### src/rtl/rf_write_arbiter.sv
// Round-robin arbiter sharing the register-file write port between the ALU and
// load writeback paths, with r15 routed to a PC strobe and a pending-write scoreboard.
module rf_write_arbiter #(
  parameter int DW = 32,
  parameter int AW = 4
) (
  input  logic            clk,
  input  logic            rst_n,
  input  logic            req0_valid,
  input  logic [AW-1:0]   req0_addr,
  input  logic [DW-1:0]   req0_data,
  output logic            req0_ready,
  input  logic            req1_valid,
  input  logic [AW-1:0]   req1_addr,
  input  logic [DW-1:0]   req1_data,
  output logic            req1_ready,
  input  logic            claim_valid,
  input  logic [AW-1:0]   claim_addr,
  output logic            we3,
  output logic [AW-1:0]   wa3,
  output logic [DW-1:0]   wd3,
  output logic            pc_we,
  output logic [DW-1:0]   pc_wd,
  output logic [(1<<AW)-2:0] busy
);

  localparam int            NREG    = (1 << AW) - 1;
  localparam logic [AW-1:0] PC_ADDR = '1;

  typedef enum logic {
    PRI_REQ0 = 1'b0,
    PRI_REQ1 = 1'b1
  } pri_e;

  pri_e            ptr;
  logic            grant0;
  logic            grant1;
  logic            any_grant;
  logic [AW-1:0]   sel_addr;
  logic [DW-1:0]   sel_data;
  logic            sel_is_pc;
  logic [NREG-1:0] busy_set;
  logic [NREG-1:0] busy_clr;

  // A lone requester always wins; the pointer only breaks ties.
  always_comb begin
    grant0 = req0_valid && (!req1_valid || ptr == PRI_REQ0);
    grant1 = req1_valid && (!req0_valid || ptr == PRI_REQ1);
  end

  assign req0_ready = grant0;
  assign req1_ready = grant1;
  assign any_grant  = grant0 || grant1;
  assign sel_addr   = grant1 ? req1_addr : req0_addr;
  assign sel_data   = grant1 ? req1_data : req0_data;
  assign sel_is_pc  = (sel_addr == PC_ADDR);

  // NOTE: every always_comb output gets a default before any conditional
  // assignment, so no path leaves a value unassigned and no latch is inferred.
  always_comb begin
    busy_set = '0;
    busy_clr = '0;
    for (int i = 0; i < NREG; i++) begin
      busy_set[i] = claim_valid && (claim_addr == AW'(i));
      busy_clr[i] = we3 && (wa3 == AW'(i));
    end
  end

  // NOTE: sequential state uses non-blocking assignments so every register
  // samples pre-edge values, independent of statement order.
  always_ff @(posedge clk or negedge rst_n) begin
    if (!rst_n) begin
      ptr <= PRI_REQ0;
    end else if (grant0) begin
      ptr <= PRI_REQ1;
    end else if (grant1) begin
      ptr <= PRI_REQ0;
    end
  end

  // Registered write port; address/data hold when no register write is issued.
  always_ff @(posedge clk or negedge rst_n) begin
    if (!rst_n) begin
      we3   <= 1'b0;
      wa3   <= '0;
      wd3   <= '0;
      pc_we <= 1'b0;
      pc_wd <= '0;
    end else begin
      we3   <= any_grant && !sel_is_pc;
      pc_we <= any_grant && sel_is_pc;
      if (any_grant && !sel_is_pc) begin
        wa3 <= sel_addr;
        wd3 <= sel_data;
      end
      if (any_grant && sel_is_pc) begin
        pc_wd <= sel_data;
      end
    end
  end

  // A claim landing on the same edge as the commit keeps the bit set.
  always_ff @(posedge clk or negedge rst_n) begin
    if (!rst_n) begin
      busy <= '0;
    end else begin
      busy <= (busy & ~busy_clr) | busy_set;
    end
  end

endmodule
### config.mk
export PLATFORM = sky130hd
export DESIGN_NAME = rf_write_arbiter
export DESIGN_NICKNAME = d
export VERILOG_FILES = /design/src/rtl/rf_write_arbiter.sv
export SDC_FILE = /design/constraint.sdc
export NUM_CORES = 1
export LEC_CHECK = 0
export CAP_MARGIN = 5
export CORE_UTILIZATION = 45
export CTS_BUF_LIST = sky130_fd_sc_hd__clkbuf_4 sky130_fd_sc_hd__clkbuf_8
export CTS_CLUSTER_DIAMETER = 80
export CTS_CLUSTER_SIZE = 14
export DETAILED_ROUTE_END_ITERATION = 8
export GPL_ROUTABILITY_DRIVEN = 0
export PLACE_DENSITY_LB_ADDON = 0.3
export SYNTH_ARGS = -nofsm -noshare
export SYNTH_HDL_FRONTEND = slang
export SYNTH_SLANG_ARGS = --single-unit
export TNS_END_PERCENT = 50
### constraint.sdc
create_clock -name clk -period 5.65 [get_ports clk]
set_clock_uncertainty 0.2 [all_clocks]
set_input_delay 1.695 -clock clk [delete_from_list [all_inputs] [get_ports clk]]
set_output_delay 1.695 -clock clk [all_outputs]
set_load 0.1 [all_outputs]
==> metrics.yaml, run 1 <==
outcome:
  status: "complete, no violations"
timing:
  rsz0062_at_grt: "no"
  hold_viol_final: 0
  fmax_mhz: 213
  period_minus_slack_ns: 4.70
  tightest_slew_ns: 1.05
  slew_violations: 0
  final.setup.tns_ns: 0
  setup_violations: 0
  fin_ws_ns: 0.949
  relSlewSlack_pct: 30.1
  period_share_pct: 83.2
floorplan:
  die_y_um: 93.0
  die_x_um: 93.0
  initial_core_util_pct: 47.3
  fp.dieArea_sq_um: 8660
  core_sq_um: 7890
  rows: 32
  ios: 168
synthesis:
  yosysWarnings: 0
  ys_ff_latch: 86
  ys_types: 22
  syn_nets: 346
  netlist_area_sq_um: 3730
  yosysSeqAreaShare_pct: 57.7
  avgSynthCellArea_sq_um: 14.1
  postSynthCellCount: 265
cells_and_area:
  antenna_cells: 0
  final_cell_mix: "clkdlybuf4s50_1 (164), mux2_2 (96), dfrtp_1 (86), o21ai_0 (31), clkbuf_8 (10)"
  fillerInstances: 553
  layout_commonest_cell: "clkdlybuf4s50_1"
  area_delta_synth_final_pct: 53.2
  nets: 515
  fin_cells: 540
  drive_above_1_share_pct: 27.9
  fin_area_sq_um: 5710
clock_tree:
  clockBufferDepth: 2
  cts_sinks: 86
  cts.reportedPaths.clkPinSlew_ns: 0.08
  tritoncts: "yes"
  cts_made_buffers: 9
  htree_num_levels: 3
  postCtsHoldBufs: 0
  clock-root-buffer: "clkbuf_8"
  cts_resized: 0
  post_cts_buffers: 0
  insertion_delay_ns: 0.33
setup_path:
  critPathLaunchType: "input pin"
  required_ns: 3.75
  cp_data_arrival_time_ns: 2.81
  endpoint_kind: "primary output"
  path_class: "in -> out"
  cp_max_fo: 4
detailed_routing:
  vias_per_cell: 5.16
  postRouteAntennaNets: 0
  drc: 0
  wl_per_cell_um: 16.3
  drt_first_pass_iters: 4
  wl_mm: 8.81
  routed-via-count: 2785
  first_iter_violations: 76
power_and_ir_drop:
  p_seq_share_pct: 26.8
  clockPowerShare_pct: 15.8
  intPower_mw: 1.53
  p_per_area_nw_per_um2: 563
  combPwrFrac_pct: 57.4
  p_leak_nw: 2.32
  p_switching_mw: 1.69
  swShare_pct: 52.4
  finalPower_mw: 3.21
  vdd_drop_max_mv: 0.305
global_route:
  overflow: 0
  grt_pass1_vias: 2892
  grt_pass1_wl_mm: 14.4
  grt.total_usage_pct: 21.6
  antenna_found_initial: 0
  grt_max_degree: 87
run:
  cap_violations: 0
placed_design:
  placed_area_sq_um: 5470
  place_ws_ns: 0.937
  dp.cells: 525
  hpwl_mm: 6.50
  numPortBuffers: 167
min_path:
  hp-class: "reg -> reg"
## path summary, 6_finish.rpt
kind / from / to / depth (start not counted) / slack [ns]
worst max register to register: ptr / wd3[12] / 4 / 3.28
worst max-delay path: req0_valid / req1_ready / 5 / 0.95
min in group asynchronous: rst_n / pc_wd[27] / 1 / 1.33
worst min register to register: pc_wd[29] / pc_wd[29] / 1 / 0.31
max in group asynchronous: rst_n / pc_wd[5] / 1 / 3.24
worst min-delay path: pc_wd[29] / pc_wd[29] / 1 / 0.31
## per-stage QoR
step	util, %	hold WS, ns
finish	72.4	0.309
global placement	69.4	0.289
floorplan	-	0.273
global route	72.4	0.323
CTS	72.4	0.312
detailed placement	69.4	0.295
## flip-flops by register name, summed over array words and instances (netlist names)
| name | flops |
|---|---|
| pc_wd | 32 |
| wd3 | 32 |
| busy | 15 |
| wa3 | 4 |
| pc_we | 1 |
| ptr | 1 |
| we3 | 1 |
## power by group through the flow
stage | Combinational, mW | Sequential (mW) | Clock [mW]
2_1_floorplan | 0.211 | 2.04 | 0
3_3_place_gp | 1.84 | 0.865 | 0
3_5_place_dp | 1.85 | 0.875 | 0
4_1_cts | 1.85 | 0.863 | 0.518
5_1_grt | 1.89 | 0.883 | 0.545
6_report | 1.85 | 0.861 | 0.507
## synthesized netlist by cell type
cell type	number	area [sq um]
mux2_2	96	1080
dfrtp_1	86	2150
o21ai_0	31	155
nand2_1	6	22.5
nand2b_1	6	37.5
o21a_1	5	37.5
buf_2	4	20.0
buf_6	4	45.0
inv_1	4	15.0
o22a_1	4	35.0
buf_4	3	22.5
nand3_1	3	15.0
nand3b_1	2	15.0
nor2b_1	2	12.5
or2_2	2	12.5
a21oi_2	1	8.76
and3b_1	1	8.76
and4_1	1	8.76
nand4_1	1	6.26
nor2_1	1	3.75
or3_1	1	6.26
or3b_2	1	8.76
## per-layer routing
layer | vias to the layer above | GRT usage (%) | part of all wire [%] | wire [um]
met5 | - | 0 | 0 | 0
met4 | 0 | 7.31 | 1.1 | 93
met3 | 8 | 5.93 | 7.9 | 698
met2 | 105 | 36.9 | 51 | 4450
met1 | 1376 | 26.5 | 40 | 3560
li1 | 1296 | - | - | -
## layout make-up
| class | count | area [sq um] | area share [%] |
|---|---|---|---|
| clock buffer | 11 | 145 | 2.54 |
| sequential | 86 | 2150 | 37.7 |
| inverter | 4 | 15.0 | 0.263 |
| tap | 102 | 128 | 2.23 |
| clock inverter | 4 | 95.1 | 1.66 |
| timing repair buffer | 169 | 1690 | 29.6 |
| multi-input combinational | 164 | 1490 | 26.0 |
## worst max-delay path, stage by stage
cell and delay [ns]:
clkdlybuf4s50_1 0.52, nor2b_1 0.21, nand2b_2 0.15, inv_1 0.06, buf_12 0.16
## cell families (layout without fill, tap and decap cells)
family,count (synthesis),in the layout,share of synthesized area [%]
and+or+nand+nor,27,27,4.23
DFF,86,86,57.7
buffers and inverters,15,188,2.75
AOI/OAI and AO/OA,41,41,6.34
muxes,96,96,29.0
No activity file was read; power rests on OpenSTA's default activity.
==> run 2, diff against run 1 <==
--- a/config.mk
+++ b/config.mk
@@ -6,7 +6,7 @@
 export NUM_CORES = 1
 export LEC_CHECK = 0
 export CAP_MARGIN = 5
-export CORE_UTILIZATION = 45
+export CORE_UTILIZATION = 39
 export CTS_BUF_LIST = sky130_fd_sc_hd__clkbuf_4 sky130_fd_sc_hd__clkbuf_8
 export CTS_CLUSTER_DIAMETER = 80
 export CTS_CLUSTER_SIZE = 14
==> constraint.sdc (replaced) <==
create_clock -name clk -period 4.11 [get_ports clk]
set_clock_uncertainty 0.2 [all_clocks]
set_input_delay 1.233 -clock clk [delete_from_list [all_inputs] [get_ports clk]]
set_output_delay 1.233 -clock clk [all_outputs]
set_load 0.1 [all_outputs]
==> metrics.yaml, run 2 (same netlist as run 1, synthesis figures left out) <==
min_path:
  hp-class: "reg -> reg"
  hold_start: "pc_wd[7]"
timing:
  rsz0062_at_grt: "no"
  relSlewSlack_pct: 28.1  # -2.0 points
  hold_viol_final: 0  # unchanged
  period_share_pct: 93.1
  setup_violations: 0  # unchanged
  final.setup.tns_ns: 0  # unchanged
  tightest_slew_ns: 1.08  # +0.0293 ns
  period_minus_slack_ns: 3.83
  slew_violations: 0  # unchanged
  fmax_mhz: 261
  hold_ws_ns: 0.310  # +0.000906 ns
cells_and_area:
  area_delta_synth_final_pct: 48.9
  layout_commonest_cell: "mux2_2"
  antenna_cells: 0  # unchanged
  reg.largest.list: "pc_wd (32), wd3 (32), busy (15)"
  nets: 517  # +0.39%
  drive_above_1_share_pct: 47.0  # +19 points
  final_cell_mix: "mux2_2 (96), dfrtp_1 (86), buf_4 (86), clkdlybuf4s50_1 (81), o21ai_0 (31)"
setup_path:
  path_class: "in -> out"
  slowest_delay_ns: 0.54  # +0.02 ns
  cpMaxStageDelayCell: "clkdlybuf4s50_1"
  worstPathCellList: "clkdlybuf4s50_1 > nor2b_1 > nand2b_2 > inv_1 > buf_12"
  endpoint_kind: "primary output"
  cp_data_arrival_time_ns: 2.40  # -0.41 ns
  critPathLaunchType: "input pin"
  r2r_slack_ns: 1.90  # -1.38 ns
  cp_top_family: "buffers and inverters"
  cp_max_fo: 4  # unchanged
  r2r-start: "ptr"
  required_ns: 2.68  # -1.07 ns
  crit_buf_inv: 3  # unchanged
  critPathLaunch: "req0_valid"
floorplan:
  die_y_um: 99.8  # +7.3%
  fp.dieArea_sq_um: 9960  # +15%
  core_sq_um: 9240  # +17%
  rows: 35  # +9.4%
  ios: 168  # unchanged
  initial_core_util_pct: 40.4  # -6.9 points
  die_x_um: 99.8  # +7.3%
clock_tree:
  clockBufferDepth: 2  # unchanged
  postCtsHoldBufs: 0  # unchanged
  tritoncts: "yes"
  clock-root-buffer: "clkbuf_8"
  htree_num_levels: 3  # unchanged
  post_cts_buffers: 0  # unchanged
  cts_sinks: 86  # unchanged
  insertion_delay_ns: 0.34  # about the same
  cts_made_buffers: 9  # unchanged
  cts.reportedPaths.clkPinSlew_ns: 0.08  # about the same
  cts_resized: 0  # unchanged
placed_design:
  hpwl_mm: 6.61  # +1.6%
  numPortBuffers: 167  # unchanged
power_and_ir_drop:
  intPower_mw: 1.92  # +26%
  p_per_area_nw_per_um2: 767  # +36%
  clockPowerShare_pct: 14.3  # -1.5 points
  vdd_drop_max_mv: 0.423  # +39%
  p_seq_share_pct: 27.9  # +1.1 points
  p_leak_nw: 2.41  # +3.7%
  p_switching_mw: 2.34  # +39%
  swShare_pct: 54.9  # +2.4 points
  combPwrFrac_pct: 57.8  # +0.4 points
detailed_routing:
  wl_mm: 9.09  # +3.2%
  routed-via-count: 2807  # +0.79%
  first_iter_violations: 37  # -51%
  drt_first_pass_iters: 4  # unchanged
  drc: 0  # unchanged
  vias_per_cell: 4.93  # -4.3%
  wl_per_cell_um: 16.0  # -2.1%
  postRouteAntennaNets: 0  # unchanged
global_route:
  overflow: 0  # unchanged
  grt_pass1_wl_mm: 14.4  # +0.34%
  grt_max_degree: 87  # unchanged
  grt_pass1_vias: 2919  # +0.93%
  grt.total_usage_pct: 18.5  # -3.1 points
  antenna_found_initial: 0  # unchanged
outcome:
  status: "complete, no violations"
run:
  cap_violations: 0  # unchanged
## run 2: per-layer routing
metal | up-vias | track usage [%] | share of wire (%)
li1 | 1298 | - | -
met1 | 1408 | 23.1 | 40
met4 | 0 | 5.88 | 1.1
met3 | 9 | 4.46 | 5.7
met5 | - | 0 | 0
met2 | 92 | 31.8 | 53
## run 2: worst reg2reg max path: cells and delay by family (launching register included)
| kind | cells | cell delay (ns) |
|---|---|---|
| flip-flops | 1 | 0.38 |
| AO/OA/AOI/OAI | 1 | 0.36 |
| buffers and inverters | 1 | 0.25 |
| multiplexers | 1 | 0.37 |
| AND/OR/NAND/NOR | 2 | 0.56 |
## run 2: power by group through the flow
stage | registers, mW | clock network, mW | logic, mW
after floorplan | 2.80 | 0 | 0.290
after global placement | 1.20 | 0 | 2.45
after detailed placement | 1.21 | 0 | 2.47
after CTS | 1.19 | 0.630 | 2.47
after global routing | 1.22 | 0.660 | 2.53
final | 1.19 | 0.611 | 2.46
## run 2: area by class of cell
class                           instances  area, sq um
Fill cell                             769         3690
Multi-Input combinational cell        164         1490
Clock buffer                           12          159
Timing Repair Buffer                  171         1540
Inverter                                4         15.0
Clock inverter                          3         43.8
Tap cell                              129          161
Sequential cell                        86         2150
## run 2: final timing paths
kind,cells past startpoint,end
max in group asynchronous,1,wd3[30]
worst max register to register,5,wd3[20]
worst min-delay path,1,pc_wd[7]
worst max-delay path,5,req1_ready
min in group asynchronous,1,wd3[10]
worst min register to register,1,pc_wd[7]
## run 2: stage by stage
step,instances,area [sq um],setup WS [ns],util (%),power (mW)
CTS,569,5550,0.306,60.1,4.30
detailed placement,554,5350,0.313,57.9,3.68
global route,569,5550,0.258,60.1,4.41
global placement,554,5350,0.374,57.9,3.65
finish,569,5550,0.282,60.1,4.26
floorplan,265,3730,0.253,-,3.09
==> run 3, diff against run 2 <==
--- a/config.mk
+++ b/config.mk
@@ -6,6 +6,7 @@
 export NUM_CORES = 1
 export LEC_CHECK = 0
 export CAP_MARGIN = 5
+export CORE_ASPECT_RATIO = 0.9
 export CORE_UTILIZATION = 39
 export CTS_BUF_LIST = sky130_fd_sc_hd__clkbuf_4 sky130_fd_sc_hd__clkbuf_8
 export CTS_CLUSTER_DIAMETER = 80
==> metrics.yaml, run 3 (same netlist as run 1, synthesis figures left out) <==
detailed_routing:
  postRouteAntennaNets: 0  # unchanged
  vias_per_cell: 4.91  # -0.45%
  drc: 0  # unchanged
  routed-via-count: 2765  # -1.5%
  wl_mm: 8.73  # -4.0%
  first_iter_violations: 71  # +92%
  wl_per_cell_um: 15.5  # -2.9%
  drt_first_pass_iters: 4  # unchanged
timing:
  setup_violations: 0  # unchanged
  tightest_slew_ns: 0.988  # -0.0898 ns
  fmax_mhz: 266  # +1.7%
  period_minus_slack_ns: 3.77  # -0.0633 ns
  hold_viol_final: 0  # unchanged
  period_share_pct: 91.6  # -1.5 points
  relSlewSlack_pct: 33.9  # +5.8 points
  slew_violations: 0  # unchanged
  final.setup.tns_ns: 0  # unchanged
  fin_ws_ns: 0.345  # +0.0633 ns
  rsz0062_at_grt: "no"
placed_design:
  place_ws_ns: 0.353  # +0.0404 ns
  hpwl_mm: 6.43  # -2.6%
  numPortBuffers: 167  # unchanged
min_path:
  hold_end: "pc_wd[1]"
  min_path_cells: 1  # unchanged
  hp-class: "reg -> reg"
  hold_start: "pc_wd[1]"
floorplan:
  die_x_um: 105  # +5.3%
  ios: 168  # unchanged
  die_y_um: 94.8  # -5.0%
  core_sq_um: 9210  # -0.35%
  fp.dieArea_sq_um: 9960  # about the same
  rows: 33  # -5.7%
  initial_core_util_pct: 40.5  # +0.14 points
setup_path:
  critPathLaunch: "req1_valid"
  r2r-start: "ptr"
  r2r_end: "wd3[1]"
  reg2reg_depth: 5  # unchanged
  slowest_delay_ns: 0.56  # +0.02 ns
  worstPathCellList: "clkdlybuf4s50_1 > nand2_1 > nand2_1 > inv_1 > buf_12"
  cp_max_fo: 5  # +1
  critPathMostFrequentCell: "nand2_1"
  path_class: "in -> out"
  cp_top_family: "buffers and inverters"
  r2r_slack_ns: 1.97  # +0.07 ns
  required_ns: 2.68  # about the same
  cp_data_arrival_time_ns: 2.33  # -0.07 ns
  critPathLaunchType: "input pin"
  cpMaxStageDelayCell: "clkdlybuf4s50_1"
  endpoint_kind: "primary output"
  crit_buf_inv: 3  # unchanged
cells_and_area:
  reg.largest.list: "pc_wd (32), wd3 (32), busy (15)"
  antenna_cells: 0  # unchanged
  area_delta_synth_final_pct: 48.7
  layout_commonest_cell: "mux2_2"
  nets: 517  # unchanged
  drive_above_1_share_pct: 46.0  # -1.0 points
  final_cell_mix: "mux2_2 (96), dfrtp_1 (86), clkdlybuf4s50_1 (86), buf_4 (80), o21ai_0 (31)"
  final_core_util_pct: 60.2  # +0.12 points
clock_tree:
  clockBufferDepth: 2  # unchanged
  clock-root-buffer: "clkbuf_8"
  cts_made_buffers: 9  # unchanged
  postCtsHoldBufs: 0  # unchanged
  cts.reportedPaths.clkPinSlew_ns: 0.08  # about the same
  insertion_delay_ns: 0.34  # about the same
  cts_sinks: 86  # unchanged
  htree_num_levels: 3  # unchanged
  cts_resized: 0  # unchanged
  tritoncts: "yes"
  post_cts_buffers: 0  # unchanged
power_and_ir_drop:
  p_seq_share_pct: 28.2  # +0.3 points
  p_per_area_nw_per_um2: 754  # -1.7%
  intPower_mw: 1.84  # -4.3%
  p_leak_nw: 2.39  # -0.90%
  p_switching_mw: 2.34  # +0.19%
  vdd_drop_max_mv: 0.489  # +16%
  swShare_pct: 56.0  # +1.1 points
  combPwrFrac_pct: 59.0  # +1.2 points
  clockPowerShare_pct: 12.8  # -1.5 points
outcome:
  status: "complete, no violations"
global_route:
  grt_pass1_vias: 2808  # -3.8%
  grt_max_degree: 87  # unchanged
  overflow: 0  # unchanged
  grt_pass1_wl_mm: 14.0  # -3.2%
  antenna_found_initial: 0  # unchanged
  grt.total_usage_pct: 18.1  # -0.42 points
run:
  cap_violations: 0  # unchanged
## run 3: cell types whose count changed in the layout (fill, tap and decap cells not counted), sizes merged
cell / change
bufinv: -1
clkbuf: -2
clkinvlp: +2
clkdlybuf4s50: +5
clkinv: +1
inv: +1
buf: -5
## run 3: power by group through the flow
stage | Clock, mW | Combinational [mW] | Sequential (mW)
after CTS | 0.562 | 2.48 | 1.18
after detailed placement | 0 | 2.48 | 1.20
final | 0.535 | 2.47 | 1.18
after global routing | 0.597 | 2.53 | 1.21
after global placement | 0 | 2.46 | 1.19
after floorplan | 0 | 0.290 | 2.80
## run 3: metrics by stage
step / hold slack, ns / instance area [sq um] / power (mW) / cells
after floorplan: 0.273 / 3730 / 3.09 / 265
after global placement: 0.284 / 5370 / 3.65 / 547
after detailed placement: 0.295 / 5370 / 3.68 / 547
after CTS: 0.315 / 5550 / 4.23 / 563
after global routing: 0.327 / 5550 / 4.34 / 563
final: 0.312 / 5550 / 4.18 / 563
## run 3: worst max path at each step
stage | endpoint | slack (ns) | cells after the start
finish | req0_ready | 0.34 | 5
global route | req0_ready | 0.29 | 5
CTS | req1_ready | 0.35 | 5
detailed placement | req1_ready | 0.35 | 5
global placement | req1_ready | 0.38 | 5
floorplan | req1_ready | 0.25 | 5
## run 3: layer usage
metal,vias up,part of all wire [%],GRT usage (%)
met2,93,50,31.0
met1,1375,42,21.9
met5,-,0,0
met4,0,1.2,5.63
li1,1290,-,-
met3,7,6.5,5.87
## run 3: area by class of cell
type,count,area (sq um)
multi-input cells,164,1490
clock buffers,10,131
repair buffers,171,1560
inverters,4,15.0
clock inverters,6,46.3
flip-flops and latches,86,2150
fillers,762,3660
well taps,122,153
